===== src/rtl/bp_pkg.sv =====
// bp_pkg: branch-predictor shared sizing and checkpoint entry layout.
// Used by branch_history_register, pattern_history_table and the fetch stage.
package bp_pkg;
    localparam int HIST_W  = 4;
    localparam int DEPTH   = 4;
    localparam int ENTRY_W = HIST_W + 1;
    typedef struct packed {
        logic [HIST_W-1:0] hist;
        logic              pred;
    } entry_t;
endpackage


===== src/rtl/branch_history_register_if.sv =====
// branch_history_register_if: fetch/resolve/PHT-update signals of the history register.
// BHR_STATS_EN adds the resolved-branch and mispredict counters.
interface branch_history_register_if #(parameter int HIST_W = bp_pkg::HIST_W);
    logic              pred_valid;
    logic              pred_taken;
    logic              res_valid;
    logic              res_taken;
    logic [HIST_W-1:0] his_index;
    logic              full;
    logic              upd_en;
    logic [HIST_W-1:0] upd_index;
    logic              upd_taken;
    logic              mispredict;
`ifdef BHR_STATS_EN
    logic [31:0]       stat_br_cnt;
    logic [31:0]       stat_mp_cnt;
    modport master (output pred_valid, pred_taken, res_valid, res_taken,
                    input  his_index, full, upd_en, upd_index, upd_taken, mispredict,
                           stat_br_cnt, stat_mp_cnt);
    modport slave  (input  pred_valid, pred_taken, res_valid, res_taken,
                    output his_index, full, upd_en, upd_index, upd_taken, mispredict,
                           stat_br_cnt, stat_mp_cnt);
`else
    modport master (output pred_valid, pred_taken, res_valid, res_taken,
                    input  his_index, full, upd_en, upd_index, upd_taken, mispredict);
    modport slave  (input  pred_valid, pred_taken, res_valid, res_taken,
                    output his_index, full, upd_en, upd_index, upd_taken, mispredict);
`endif
endinterface


===== src/rtl/bhr_ckpt_fifo.sv =====
// bhr_ckpt_fifo: in-order checkpoint queue of {history, prediction} per in-flight branch.
// Flush drops every entry at once by snapping the read pointer onto the write pointer.
module bhr_ckpt_fifo #(
    parameter int W     = bp_pkg::ENTRY_W,
    parameter int DEPTH = bp_pkg::DEPTH
) (
    input  logic         clk,
    input  logic         rst_n,
    input  logic         i_push,
    input  logic         i_pop,
    input  logic         i_flush,
    input  logic [W-1:0] i_din,
    output logic [W-1:0] o_dout,
    output logic         o_full,
    output logic         o_empty
);
    localparam int AW = $clog2(DEPTH);
    localparam int CW = AW + 1;
    logic [W-1:0]  r_mem [DEPTH];
    logic [AW-1:0] r_rd, r_wr;
    logic [CW-1:0] r_cnt;
    always_ff @(posedge clk or negedge rst_n)
        if (!rst_n) begin
            r_rd  <= '0;
            r_wr  <= '0;
            r_cnt <= '0;
        end else if (i_flush) begin
            r_rd  <= r_wr;
            r_cnt <= '0;
        end else begin
            r_wr  <= r_wr + AW'(i_push);
            r_rd  <= r_rd + AW'(i_pop);
            r_cnt <= r_cnt + CW'(i_push) - CW'(i_pop);
        end
    always_ff @(posedge clk)
        if (i_push) r_mem[r_wr] <= i_din;
    assign o_dout  = r_mem[r_rd];
    assign o_full  = r_cnt == CW'(DEPTH);
    assign o_empty = r_cnt == '0;
endmodule


===== src/rtl/branch_history_register.sv =====
// branch_history_register: speculative global history with checkpoint repair and PHT update port.
// Define BHR_STATS_EN for saturating resolved-branch / mispredict counters.
module branch_history_register #(
    parameter int HIST_W = bp_pkg::HIST_W,
    parameter int DEPTH  = bp_pkg::DEPTH
) (
    input  logic                      clk,
    input  logic                      rst_n,
    branch_history_register_if.slave  bus
);
    logic [HIST_W:0]   w_head;
    logic              w_full, w_empty, w_push, w_pop, w_mp;
    logic [HIST_W-1:0] r_spec, r_upd_index;
    logic              r_upd_en, r_upd_taken, r_mp;
    assign w_pop  = bus.res_valid & ~w_empty;
    assign w_mp   = w_pop & (bus.res_taken ^ w_head[0]);
    assign w_push = bus.pred_valid & ~w_full & ~w_mp;
    bhr_ckpt_fifo #(.W(HIST_W + 1), .DEPTH(DEPTH)) u_fifo (
        .clk     (clk),
        .rst_n   (rst_n),
        .i_push  (w_push),
        .i_pop   (w_pop),
        .i_flush (w_mp),
        .i_din   ({r_spec, bus.pred_taken}),
        .o_dout  (w_head),
        .o_full  (w_full),
        .o_empty (w_empty)
    );
    // A mispredict rebuilds history from the checkpoint plus the real outcome
    always_ff @(posedge clk or negedge rst_n)
        if (!rst_n) begin
            r_spec      <= '0;
            r_upd_en    <= 1'b0;
            r_upd_index <= '0;
            r_upd_taken <= 1'b0;
            r_mp        <= 1'b0;
        end else begin
            r_spec      <= w_mp ? {w_head[HIST_W-1:1], bus.res_taken}
                         : w_push ? {r_spec[HIST_W-2:0], bus.pred_taken} : r_spec;
            r_upd_en    <= w_pop;
            r_upd_index <= w_pop ? w_head[HIST_W:1] : r_upd_index;
            r_upd_taken <= w_pop ? bus.res_taken : r_upd_taken;
            r_mp        <= w_mp;
        end
    assign bus.his_index  = r_spec;
    assign bus.full       = w_full;
    assign bus.upd_en     = r_upd_en;
    assign bus.upd_index  = r_upd_index;
    assign bus.upd_taken  = r_upd_taken;
    assign bus.mispredict = r_mp;
`ifdef BHR_STATS_EN
    logic [31:0] r_br_cnt, r_mp_cnt;
    always_ff @(posedge clk or negedge rst_n)
        if (!rst_n) begin
            r_br_cnt <= '0;
            r_mp_cnt <= '0;
        end else begin
            r_br_cnt <= (w_pop && r_br_cnt != '1) ? r_br_cnt + 32'd1 : r_br_cnt;
            r_mp_cnt <= (w_mp && r_mp_cnt != '1) ? r_mp_cnt + 32'd1 : r_mp_cnt;
        end
    assign bus.stat_br_cnt = r_br_cnt;
    assign bus.stat_mp_cnt = r_mp_cnt;
`endif
endmodule

===== src/flat_wrapper.sv =====
// flat-port wrapper written by rule: the top's interface ports become plain ports
module branch_history_register_flat 
#(
    parameter int HIST_W = bp_pkg::HIST_W,
    parameter int DEPTH  = bp_pkg::DEPTH
)
  (clk, rst_n, bus_pred_valid, bus_pred_taken, bus_res_valid, bus_res_taken, bus_his_index, bus_full, bus_upd_en, bus_upd_index, bus_upd_taken, bus_mispredict);
  branch_history_register_if #(.HIST_W(HIST_W)) bus_i ();
  input  logic clk;
  input  logic rst_n;
  input wire logic [$bits(bus_i.pred_valid)-1:0] bus_pred_valid;
  input wire logic [$bits(bus_i.pred_taken)-1:0] bus_pred_taken;
  input wire logic [$bits(bus_i.res_valid)-1:0] bus_res_valid;
  input wire logic [$bits(bus_i.res_taken)-1:0] bus_res_taken;
  output wire logic [$bits(bus_i.his_index)-1:0] bus_his_index;
  output wire logic [$bits(bus_i.full)-1:0] bus_full;
  output wire logic [$bits(bus_i.upd_en)-1:0] bus_upd_en;
  output wire logic [$bits(bus_i.upd_index)-1:0] bus_upd_index;
  output wire logic [$bits(bus_i.upd_taken)-1:0] bus_upd_taken;
  output wire logic [$bits(bus_i.mispredict)-1:0] bus_mispredict;
  assign bus_i.pred_valid = bus_pred_valid;
  assign bus_i.pred_taken = bus_pred_taken;
  assign bus_i.res_valid = bus_res_valid;
  assign bus_i.res_taken = bus_res_taken;
  assign bus_his_index = bus_i.his_index;
  assign bus_full = bus_i.full;
  assign bus_upd_en = bus_i.upd_en;
  assign bus_upd_index = bus_i.upd_index;
  assign bus_upd_taken = bus_i.upd_taken;
  assign bus_mispredict = bus_i.mispredict;
  branch_history_register #(.HIST_W(HIST_W), .DEPTH(DEPTH)) u_core (.clk(clk), .rst_n(rst_n), .bus(bus_i));
endmodule

===== config.mk =====
export PLATFORM = sky130hd
export DESIGN_NAME = branch_history_register_flat
export DESIGN_NICKNAME = d
export VERILOG_FILES = /design/src/rtl/bp_pkg.sv /design/src/rtl/branch_history_register_if.sv /design/src/rtl/bhr_ckpt_fifo.sv /design/src/rtl/branch_history_register.sv /design/src/flat_wrapper.sv
export SDC_FILE = /design/constraint.sdc
export NUM_CORES = 1
export LEC_CHECK = 0
export ABC_AREA = 1
export CORE_UTILIZATION = 45
export DETAILED_ROUTE_END_ITERATION = 16
export GPL_ROUTABILITY_DRIVEN = 0
export GPL_TIMING_DRIVEN = 0
export PLACE_DENSITY = 0.66
export SETUP_SLACK_MARGIN = 0.05
export SLEW_MARGIN = 25
export SYNTH_ARGS = -nofsm -noshare
export SYNTH_HDL_FRONTEND = slang
export SYNTH_HIERARCHICAL = 1
export SYNTH_SLANG_ARGS = --single-unit

===== constraint.sdc =====
create_clock -name clk -period 3.75 [get_ports clk]
set_input_delay 0.75 -clock clk [delete_from_list [all_inputs] [get_ports clk]]
set_output_delay 0.75 -clock clk [all_outputs]
set_load 0.05 [all_outputs]

==> flow_summary.rst, run 1 <==
.. list-table::
   :header-rows: 1

   * - Metric
     - Value
   * - Maximum number of pins on one net before global-route repair
     - 19
   * - Placed wire-length estimate
     - 2271 um
   * - Number of filler cells placed in the layout
     - 330
   * - Run status
     - complete, no violations
   * - Final count of hold timing violations
     - 0
   * - Time the worst path needs with I/O delays and setup
     - 2.953 ns
   * - Fraction of the mapped netlist area in compound gates
     - 0.09220
   * - Final setup TNS
     - 0 ns
   * - Port-buffer cells
     - 17
   * - Count of cell types in the netlist
     - 25
   * - Actual slew at the worst max-slew pin
     - 0.8581 ns
   * - Series of cell instances along the critical path
     - nor3_1 > clkdlybuf4s50_1
   * - Row cnt
     - 22
   * - Diode insertion count for antenna repair
     - 0
   * - Critical Path Sink Type
     - output pin
   * - Hold Path Class
     - flip-flop to flip-flop
   * - Simple-gate share of the synthesized area
     - 0.1872
   * - Detailed Routing Iterations Pass 1
     - 4
   * - CP Max Fanout
     - 4
   * - DRC violation total after the first TritonRoute iteration
     - 50
   * - Vias in the first global route
     - 1208
   * - Total I/O pin count
     - 18
   * - CP arrival
     - 2.20 ns
   * - Fraction of synthesized cell area in xor and xnor cells
     - 0
   * - Synth Cell Area
     - 0.001764 sq mm
   * - Fraction of final layout cells with drive strength greater than 1
     - 0.1649
   * - Share of synthesized area spent on multiplexers
     - 0
   * - Unrepaired setup endpoints after global routing
     - false
   * - Synth Warn #
     - 6
   * - Largest voltage drop on the vdd net
     - 0.4615 mV
   * - Clock slew at the register clock pins of the worst setup and hold paths
     - 0.07 ns
   * - Crit path largest cell delay
     - 0.93 ns
   * - Max-slew headroom at the worst pin
     - 0.4236
   * - Startpoint type of the worst setup path
     - flip-flop
   * - Cell count after synthesis
     - 163
   * - Insertion delay to the later sink of the worst-skew pair
     - 0.28 ns
   * - Wire length of the first global-routing pass
     - 5464 um
   * - Overall power of the completed layout
     - 1.923 mW
   * - CTS Buffer Depth
     - 2
   * - Tcrit/Tclk final
     - 0.7874
   * - Initial antenna violation count
     - 0
   * - Hold Buf Count CTS
     - 0
   * - Power density over the cells
     - 926.6 mW/mm^2
   * - Cts bufs inserted
     - 5
   * - Leakage
     - 0.9367 nW
   * - Max Cap Viol
     - 0
   * - Net count after synthesis
     - 174
   * - H-tree levels
     - 2
   * - Share of the yosys chip area belonging to registers
     - 0.5957
   * - TritonCTS sink count
     - 38
   * - Setup Skew
     - 0.004830 ns
   * - Overflow after GRT
     - 0
   * - Starting utilization of the core area
     - 0.4747
   * - Final layout net count
     - 198
   * - Core area
     - 0.003716 sq mm
   * - Cts repair resizes
     - 0
   * - Critical path type
     - flip-flop to output pin
   * - Die height
     - 64.62 um
   * - Number of register bits inferred by synthesis
     - 38
   * - Combinational family with the most area after synthesis
     - simple AND/OR/NAND/NOR gates
   * - Max stage delay cell, worst path
     - clkdlybuf4s50_1
   * - DRC viols
     - 0
   * - Wire per inst
     - 13.21 um
   * - Post-CTS setup repair buffer count
     - 0
   * - Maximum achievable frequency
     - 0.3387 GHz
   * - CTS tree
     - yes
   * - Syn-to-layout area delta
     - 17.66%
   * - Max-slew violations
     - 0
   * - Mean number of vias per cell
     - 5.093
   * - Via count
     - 1202
   * - CTS Root Buffer Type
     - clkbuf_8
   * - GR Util All Layers
     - 0.1801
   * - Avg Synthesized Cell Area
     - 10.82 sq um
   * - Req. time, crit path
     - 3.00 ns
   * - Post-synthesis share of cell area spent on full adders, half adders and majority gates
     - 0.03972
   * - Total setup violations reported at the end of the flow
     - 0
   * - Horizontal die dimension
     - 64.62 um
   * - Full die area
     - 0.004175 sq mm
   * - Total wire length after detailed routing
     - 3118 um
   * - Count of nets left with antenna violations after detail routing
     - 0
## cell usage in the layout (no fill, tap or decap), types with 14 or more instances in the layout
cell,instances
edfxtp_1,20
nand3_1,14
nand2_1,35
clkdlybuf4s50_1,17
dfrtp_1,18
inv_1,24
## area by class of cell
| type | count | area (sq um) | share of cell area |
|---|---|---|---|
| Buffer | 4 | 41.29 | 0.01989 |
| Timing Repair Buffer | 17 | 170.2 | 0.08198 |
| Inverter | 29 | 108.9 | 0.05244 |
| Clock inverter | 2 | 8.758 | 0.004219 |
| Clock buffer | 6 | 72.57 | 0.03496 |
| Multi-Input combinational cell | 92 | 563.0 | 0.2712 |
| Sequential cell | 38 | 1051 | 0.5063 |
| Tap cell | 48 | 60.06 | 0.02893 |
## flip-flops by register name, summed over array words and instances, names as in the netlist
register / count
u_core/u_fifo/r_rd: 2
u_core/bus.his_index: 4
u_core/bus.upd_en: 1
u_core/u_fifo/r_cnt: 3
u_core/u_fifo/r_mem: 20
u_core/bus.mispredict: 1
u_core/bus.upd_taken: 1
u_core/u_fifo/r_wr: 2
u_core/bus.upd_index: 4
## routing by layer
layer / GRT usage / wire length (um) / share of wire
met3: 0.06514 / 133 / 0.043
met5: 0 / 0 / 0
met4: 0.07778 / 92 / 0.030
met2: 0.2921 / 1532 / 0.49
met1: 0.2148 / 1360 / 0.44
## cell usage after synthesis
master	number	area (sq um)
fa_1	1	20.02
inv_1	24	90.09
o21ai_1	5	25.02
nand2_2	1	6.260
nor2_4	1	11.26
edfxtp_1	20	600.6
inv_2	5	18.77
nor2_8	1	20.02
ha_1	4	50.05
nand3_4	1	17.52
nor2_1	5	18.77
o21ai_0	1	5.000
nand4_1	3	18.77
a21oi_1	1	5.000
nand2_4	1	11.26
nand2_1	35	131.4
buf_4	1	7.510
buf_6	3	33.78
nor3_1	5	25.02
a21oi_2	5	43.79
o211ai_2	5	62.56
o21ai_2	1	8.760
dfrtp_1	18	450.4
nand3_1	14	70.07
o22ai_1	2	12.51
## power breakdown
group          total [mW]  internal [mW]  leakage, nW  switching, mW
clock network       0.260          0.128       0.0426          0.133
logic               0.948          0.327        0.489          0.621
registers           0.715          0.610        0.405          0.104
## worst max-delay path, delay by kind of cell, from the launching register on
family        cells  cell delay [ns]
flops             1             0.43
simple gates      1             0.56
buf+inv           1             0.93
## per-stage QoR
step	cells	worst slack (ns)	area, sq um	utilization	hold slack, ns
after floorplan	163	0.8885	1764	-	0.4544
after global placement	228	0.8892	1994	0.5367	0.4543
after detailed placement	228	0.8697	1994	0.5367	0.4673
after CTS	236	0.7794	2076	0.5586	0.4845
after global routing	236	0.6938	2076	0.5586	0.5045
final	236	0.7972	2076	0.5586	0.4770
## kinds of logic after synthesis
| group | count (synthesis) |
|---|---|
| AO/OA/AOI/OAI | 20 |
| flip-flops | 38 |
| adder cells (fa/ha/maj) | 5 |
| AND/OR/NAND/NOR | 67 |
| buffers and inverters | 33 |
## worst paths after layout
kind,startpoint,to,slack [ns],cells past startpoint
setup / recovery,u_core/u_fifo/r_cnt[1],bus_full,0.80,2
hold / removal,u_core/bus.upd_index[3],u_core/bus.upd_index[3],0.48,2
setup reg to reg,u_core/u_fifo/r_rd[0],u_core/u_fifo/r_mem[0][2],1.26,10
hold reg to reg,u_core/bus.upd_index[3],u_core/bus.upd_index[3],0.48,2
max in group asynchronous,rst_n,u_core/u_fifo/r_wr[1],2.28,1
min in group asynchronous,rst_n,u_core/bus.his_index[0],0.95,1
No activity file was read; power rests on OpenSTA's default activity.
==> run 2, diff against run 1 <==
- PLACE_DENSITY: 0.66 -> 0.68
- clock period: 3.75 -> 2.7 ns (I/O delays scaled with it)
==> run 2 against run 1 <==
Hold slack hardly changed. Critical endpoint unchanged. Largest power group unchanged. Core utilization is 1.5 points higher. Via count is 2.8% lower. Highest routed layer unchanged.
==> flow_summary.rst, run 2 (same netlist as run 1, synthesis figures left out) <==
.. list-table::
   :header-rows: 1

   * - Metric
     - Value
   * - Tcrit/Tclk final
     - 0.9296
   * - CP arrival
     - 1.97 ns
   * - Initial antenna violation count
     - 0
   * - Series of cell instances along the critical path
     - nor3_2 > clkdlybuf4s50_1
   * - Critical path type
     - flip-flop to output pin
   * - Total I/O pin count
     - 18
   * - DRC violation total after the first TritonRoute iteration
     - 36
   * - Row cnt
     - 22
   * - Wire per inst
     - 12.72 um
   * - Critical Path Sink Type
     - output pin
   * - Post-layout instance count excluding filler cells
     - 236
   * - Utilization of the core after routing
     - 0.5737
   * - Clock slew at the register clock pins of the worst setup and hold paths
     - 0.07 ns
   * - Core area
     - 0.003716 sq mm
   * - Detailed Routing Iterations Pass 1
     - 4
   * - Overall power of the completed layout
     - 2.866 mW
   * - CTS Root Buffer Type
     - clkbuf_8
   * - Largest voltage drop on the vdd net
     - 0.7184 mV
   * - CP Buf/Inv Count
     - 1
   * - Max-slew violations
     - 0
   * - Insertion delay to the later sink of the worst-skew pair
     - 0.29 ns
   * - Final layout net count
     - 198
   * - Final setup TNS
     - 0 ns
   * - Hold Path Class
     - flip-flop to flip-flop
   * - DRC viols
     - 0
   * - Vias in the first global route
     - 1103
   * - Worst reg2reg setup slack
     - 0.21 ns
   * - Inst Count DP
     - 228
   * - Wire length of the first global-routing pass
     - 5064 um
   * - Max Cap Viol
     - 0
   * - Full die area
     - 0.004175 sq mm
   * - CTS Buffer Depth
     - 2
   * - Syn-to-layout area delta
     - 20.85%
   * - Diode insertion count for antenna repair
     - 0
   * - Total setup violations reported at the end of the flow
     - 0
   * - Maximum achievable frequency
     - 0.3984 GHz
   * - Port-buffer cells
     - 17
   * - Overflow after GRT
     - 0
   * - CP Max Fanout
     - 4
   * - Max stage delay cell, worst path
     - clkdlybuf4s50_1
   * - Largest Register
     - u_core/u_fifo/r_mem
   * - Count of nets left with antenna violations after detail routing
     - 0
   * - TritonCTS sink count
     - 38
   * - Mean number of vias per cell
     - 4.949
   * - Placed wire-length estimate
     - 2145 um
   * - Most common cell after layout, fill and taps aside
     - nand2_1
   * - Final count of hold timing violations
     - 0
   * - Req. time, crit path
     - 2.16 ns
   * - Max-slew headroom at the worst pin
     - 0.4249
   * - Worst path top cell family by delay
     - buffers and inverters
   * - CTS tree
     - yes
   * - GR Util All Layers
     - 0.1636
   * - Die height
     - 64.62 um
   * - Cts repair resizes
     - 0
   * - Setup Skew
     - 0.005558 ns
   * - H-tree levels
     - 2
   * - Run status
     - complete, no violations
   * - Via count
     - 1168
   * - Commonest cells after routing, fill and taps aside
     - 35 x nand2_1, 24 x inv_1, 20 x edfxtp_1
   * - Cts bufs inserted
     - 5
   * - Fraction of final layout cells with drive strength greater than 1
     - 0.1755
   * - Unrepaired setup endpoints after global routing
     - true
   * - Crit path largest cell delay
     - 0.88 ns
   * - Startpoint type of the worst setup path
     - flip-flop
   * - Power density over the cells
     - 1344 mW/mm^2
   * - Total wire length after detailed routing
     - 3002 um
   * - Actual slew at the worst max-slew pin
     - 0.8561 ns
   * - Maximum number of pins on one net before global-route repair
     - 19
   * - Horizontal die dimension
     - 64.62 um
   * - Starting utilization of the core area
     - 0.4747
   * - Time the worst path needs with I/O delays and setup
     - 2.510 ns
   * - Leakage
     - 0.9614 nW
   * - Number of flip-flops in the largest register
     - 20
==> run 2: cell count changes in the layout (fill, tap and decap cells not counted) <==
cell and delta:
nor3_1 -1, nor3_2 +1, clkbuf_1 -1, bufinv_16 +2
clkinv_2 -1
==> run 2: report_power, final <==
part | leakage (nW) | total (mW) | switching [mW] | internal [mW]
sequential | 0.405 | 0.988 | 0.141 | 0.848
combinational | 0.490 | 1.32 | 0.864 | 0.460
clock | 0.0658 | 0.554 | 0.189 | 0.365
==> run 2: layout make-up <==
cell class | count | area [sq um]
flip-flops and latches | 38 | 1051
fillers | 324 | 1584
inverters | 29 | 108.9
well taps | 48 | 60.06
multi-input cells | 92 | 568.0
repair buffers | 17 | 170.2
plain buffers | 4 | 41.29
clock buffers | 5 | 68.82
clock inverters | 3 | 63.81
==> run 2: stage by stage <==
step	hold slack, ns	worst slack [ns]	cell area [sq um]
2_1_floorplan	0.2444	0.4190	1769
3_3_place_gp	0.4542	0.04096	1999
3_5_place_dp	0.4636	0.008789	1999
4_1_cts	0.4817	0.1599	2132
5_1_grt	0.5023	0.03306	2132
6_report	0.4772	0.1900	2132
==> run 2: layer usage <==
metal | routed length [um] | GRT usage | up-vias
li1 | - | - | 589
met1 | 1411 | 0.2051 | 552
met2 | 1452 | 0.2684 | 22
met3 | 100 | 0.04930 | 5
met4 | 37 | 0.05556 | 0
met5 | 0 | 0 | -
==> run 2: tightest hold or removal path, stage by stage (launching register included) <==
cell	delay, ns
dfrtp_1	0.35
nand2_1	0.06
nand2_1	0.05
==> run 2: worst paths after layout <==
path,from,to,depth (start not counted)
worst max-delay path,u_core/u_fifo/r_cnt[1],bus_full,2
worst min-delay path,u_core/bus.upd_index[0],u_core/bus.upd_index[0],2
worst max register to register,u_core/u_fifo/r_rd[0],u_core/u_fifo/r_mem[3][0],10
worst min register to register,u_core/bus.upd_index[0],u_core/bus.upd_index[0],2
max in group asynchronous,rst_n,u_core/u_fifo/r_wr[0],1
min in group asynchronous,rst_n,u_core/bus.his_index[3],1
==> run 2: what timing repair did <==
item | CTS | global route
setup endpoints to repair | 0 | 11
hold buffers | 0 | 0
setup buffers | 0 | 0
==> edit (settings of run 2) <==
Set the package constant `HIST_W` to 6 (it was 4).
--- a/src/rtl/bp_pkg.sv
+++ b/src/rtl/bp_pkg.sv
@@ -2,5 +2,5 @@
 // Used by branch_history_register, pattern_history_table and the fetch stage.
 package bp_pkg;
-    localparam int HIST_W  = 4;
+    localparam int HIST_W  = 6;
     localparam int DEPTH   = 4;
     localparam int ENTRY_W = HIST_W + 1;
Interface: changed (resized bus_his_index and bus_upd_index); port bits go from 18 to 22. No check against the original RTL was run, so the function may have changed too.
==> edit against run 2 <==
Routed wire length rose by 36%. Total power rose by 20%. Design area rose by 25%. Global-route usage rose by 0.74 points. Setup slack improved by 0.0090 ns. Core utilization fell by 0.84 points. Die area rose by 24%. Critical path type is now flop to flop. Synthesized area rose by 25%. Sequential cell count rose by 12. Highest routed layer unchanged. Synthesized cell count rose by 26%.
==> edit: results (changes against run 2) <==
[route]
initialDrtViolationCount=63  ; +75%
routed-via-count=1458  ; +25%
firstDrtPassIters=4  ; unchanged
drt-wirelength-per-cell_um=13.5  ; +6.2%

[worst_setup_path]
max_stage_delay_ns=0.51  ; -0.37 ns
worstPathMaxFanout=10  ; +6
timing.critical_path.max_delay_family=simple AND/OR/NAND/NOR gates
slowest_cp_cell=sky130_fd_sc_hd__nor3_2
worst_ep_arrival_time_ns=2.44  ; +0.47 ns

[pwr]
power.internal_uw=1910  ; +14%
seq-power_uw=1310  ; +33%
pwr.group.clock_uw=439  ; -21%
cellLeakagePower_uw=0.00118  ; +23%
clock_share_of_power_pct=12.8  ; -6.5 points
irDropWorstVdd_v=0.000614  ; -15%

[sta]
finClkSkew_ns=0.00590  ; +0.000340 ns
worst_pin_slew_ns=0.627  ; -0.230 ns

[placement]
dpl-instance-area_um2=2520  ; +26%
input_output_buffers=21  ; +4
post-dp-hpwl_um=2750  ; +28%
pre_cts_slack_ns=-0.222  ; -0.231 ns

[yosys]
synth.yosys.warnings=6  ; unchanged
syn-num-nets=216  ; +24%
synth_edf_count=28  ; +40%
synth.top_cell.area_share_pct=38.0  ; +4.0 points
async_sr_flop_fraction_pct=44.0  ; -3.4 points
synth_sequential_area_ratio_pct=62.9  ; +3.4 points
netlist_top_cells_count=sky130_fd_sc_hd__nand2_1 (54), sky130_fd_sc_hd__inv_1 (30), sky130_fd_sc_hd__edfxtp_1 (28)
netlist_top_cells_area=sky130_fd_sc_hd__edfxtp_1 (38%), sky130_fd_sc_hd__dfrtp_1 (25%), sky130_fd_sc_hd__nand2_1 (9.2%)
synth_cell_type_count=21  ; -16%

[grt]
wire_length_of_the_first_global_routing_pass_um=6570  ; +30%
grt_antenna_before_repair=0  ; unchanged
largest_net_degree_at_the_start_of_global_routing=23  ; +4
first_global_vias=1392  ; +26%
gr-usage-all-layers_pct=17.1  ; +0.74 points

[clocking]
clock_tree.htree_level_count=2  ; unchanged
clock-root-buffer=sky130_fd_sc_hd__clkbuf_8
max-clock-path-buffers=2  ; unchanged
cts.clk_slew.worst_paths_ns=0.08
cts-buffers-inserted=5  ; unchanged
clock_insertion_delay_worst_skew_ns=0.30

[cells_and_area]
diodes=0  ; unchanged
largest_reg_flops=28  ; +40%
layout.nets=246  ; +24%
post_route_cells_drive_above_1_share_pct=12.7  ; -4.8 points
regMostFlops=u_core/u_fifo/r_mem

[hold_path]
min_path_type=input port to async pin

[outcome]
run_status=complete, no violations

edit: worst paths after layout:
kind | start | depth (start not counted) | slack, ns | endpoint
setup / recovery | u_core/u_fifo/r_rd[0] | 12 | 0.20 | u_core/u_fifo/r_mem[1][0]
hold / removal | rst_n | 1 | 0.20 | u_core/bus.upd_index[5]
setup reg to reg | u_core/u_fifo/r_rd[0] | 12 | 0.20 | u_core/u_fifo/r_mem[1][0]
hold reg to reg | u_core/bus.upd_index[4] | 2 | 0.47 | u_core/bus.upd_index[4]
max in group asynchronous | rst_n | 1 | 2.15 | u_core/bus.mispredict
min in group clk | u_core/bus.upd_index[4] | 2 | 0.47 | u_core/bus.upd_index[4]
edit: per-stage QoR:
step / instances / setup TNS (ns) / hold slack (ns)
final: 303 / 0 / 0.201
after global routing: 303 / -0.866 / 0.231
after CTS: 301 / 0 / 0.478
after detailed placement: 293 / -2.59 / 0.457
after global placement: 293 / -6.21 / 0.455
after floorplan: 205 / 0 / 0.244
edit: timing repair:
item                       4_1_cts  5_1_grt
hold endpoints to repair         0        0
pin swaps                        0        3
setup endpoints to repair       14       29
resized for setup                2        5
setup buffers                    0        2
edit: cell type report:
type | instances | area (um^2)
buffer | 5 | 56.3
fill | 408 | 2050
timing repair buffer | 23 | 245
sequential | 50 | 1390
tap | 67 | 83.8
inverter | 32 | 123
clock buffer | 8 | 90.1
multi-input combinational | 118 | 681
edit: kinds of logic (layout without fill, tap and decap cells):
family,after synthesis,in the layout,share of synthesized area (%)
compound gates,26,26,7.47
simple gates,87,87,18.3
flops,50,50,62.9
buf+inv,37,68,8.09
fa+ha+maj,5,5,3.17
edit: metal layers:
metal  global-route usage, %  vias up  wire length, um
li1                        -      739                -
met1                    21.5      698             1880
met2                    28.6       19             2100
met3                    5.00        2              103
met4                    5.23        0                8
met5                       0        -                0
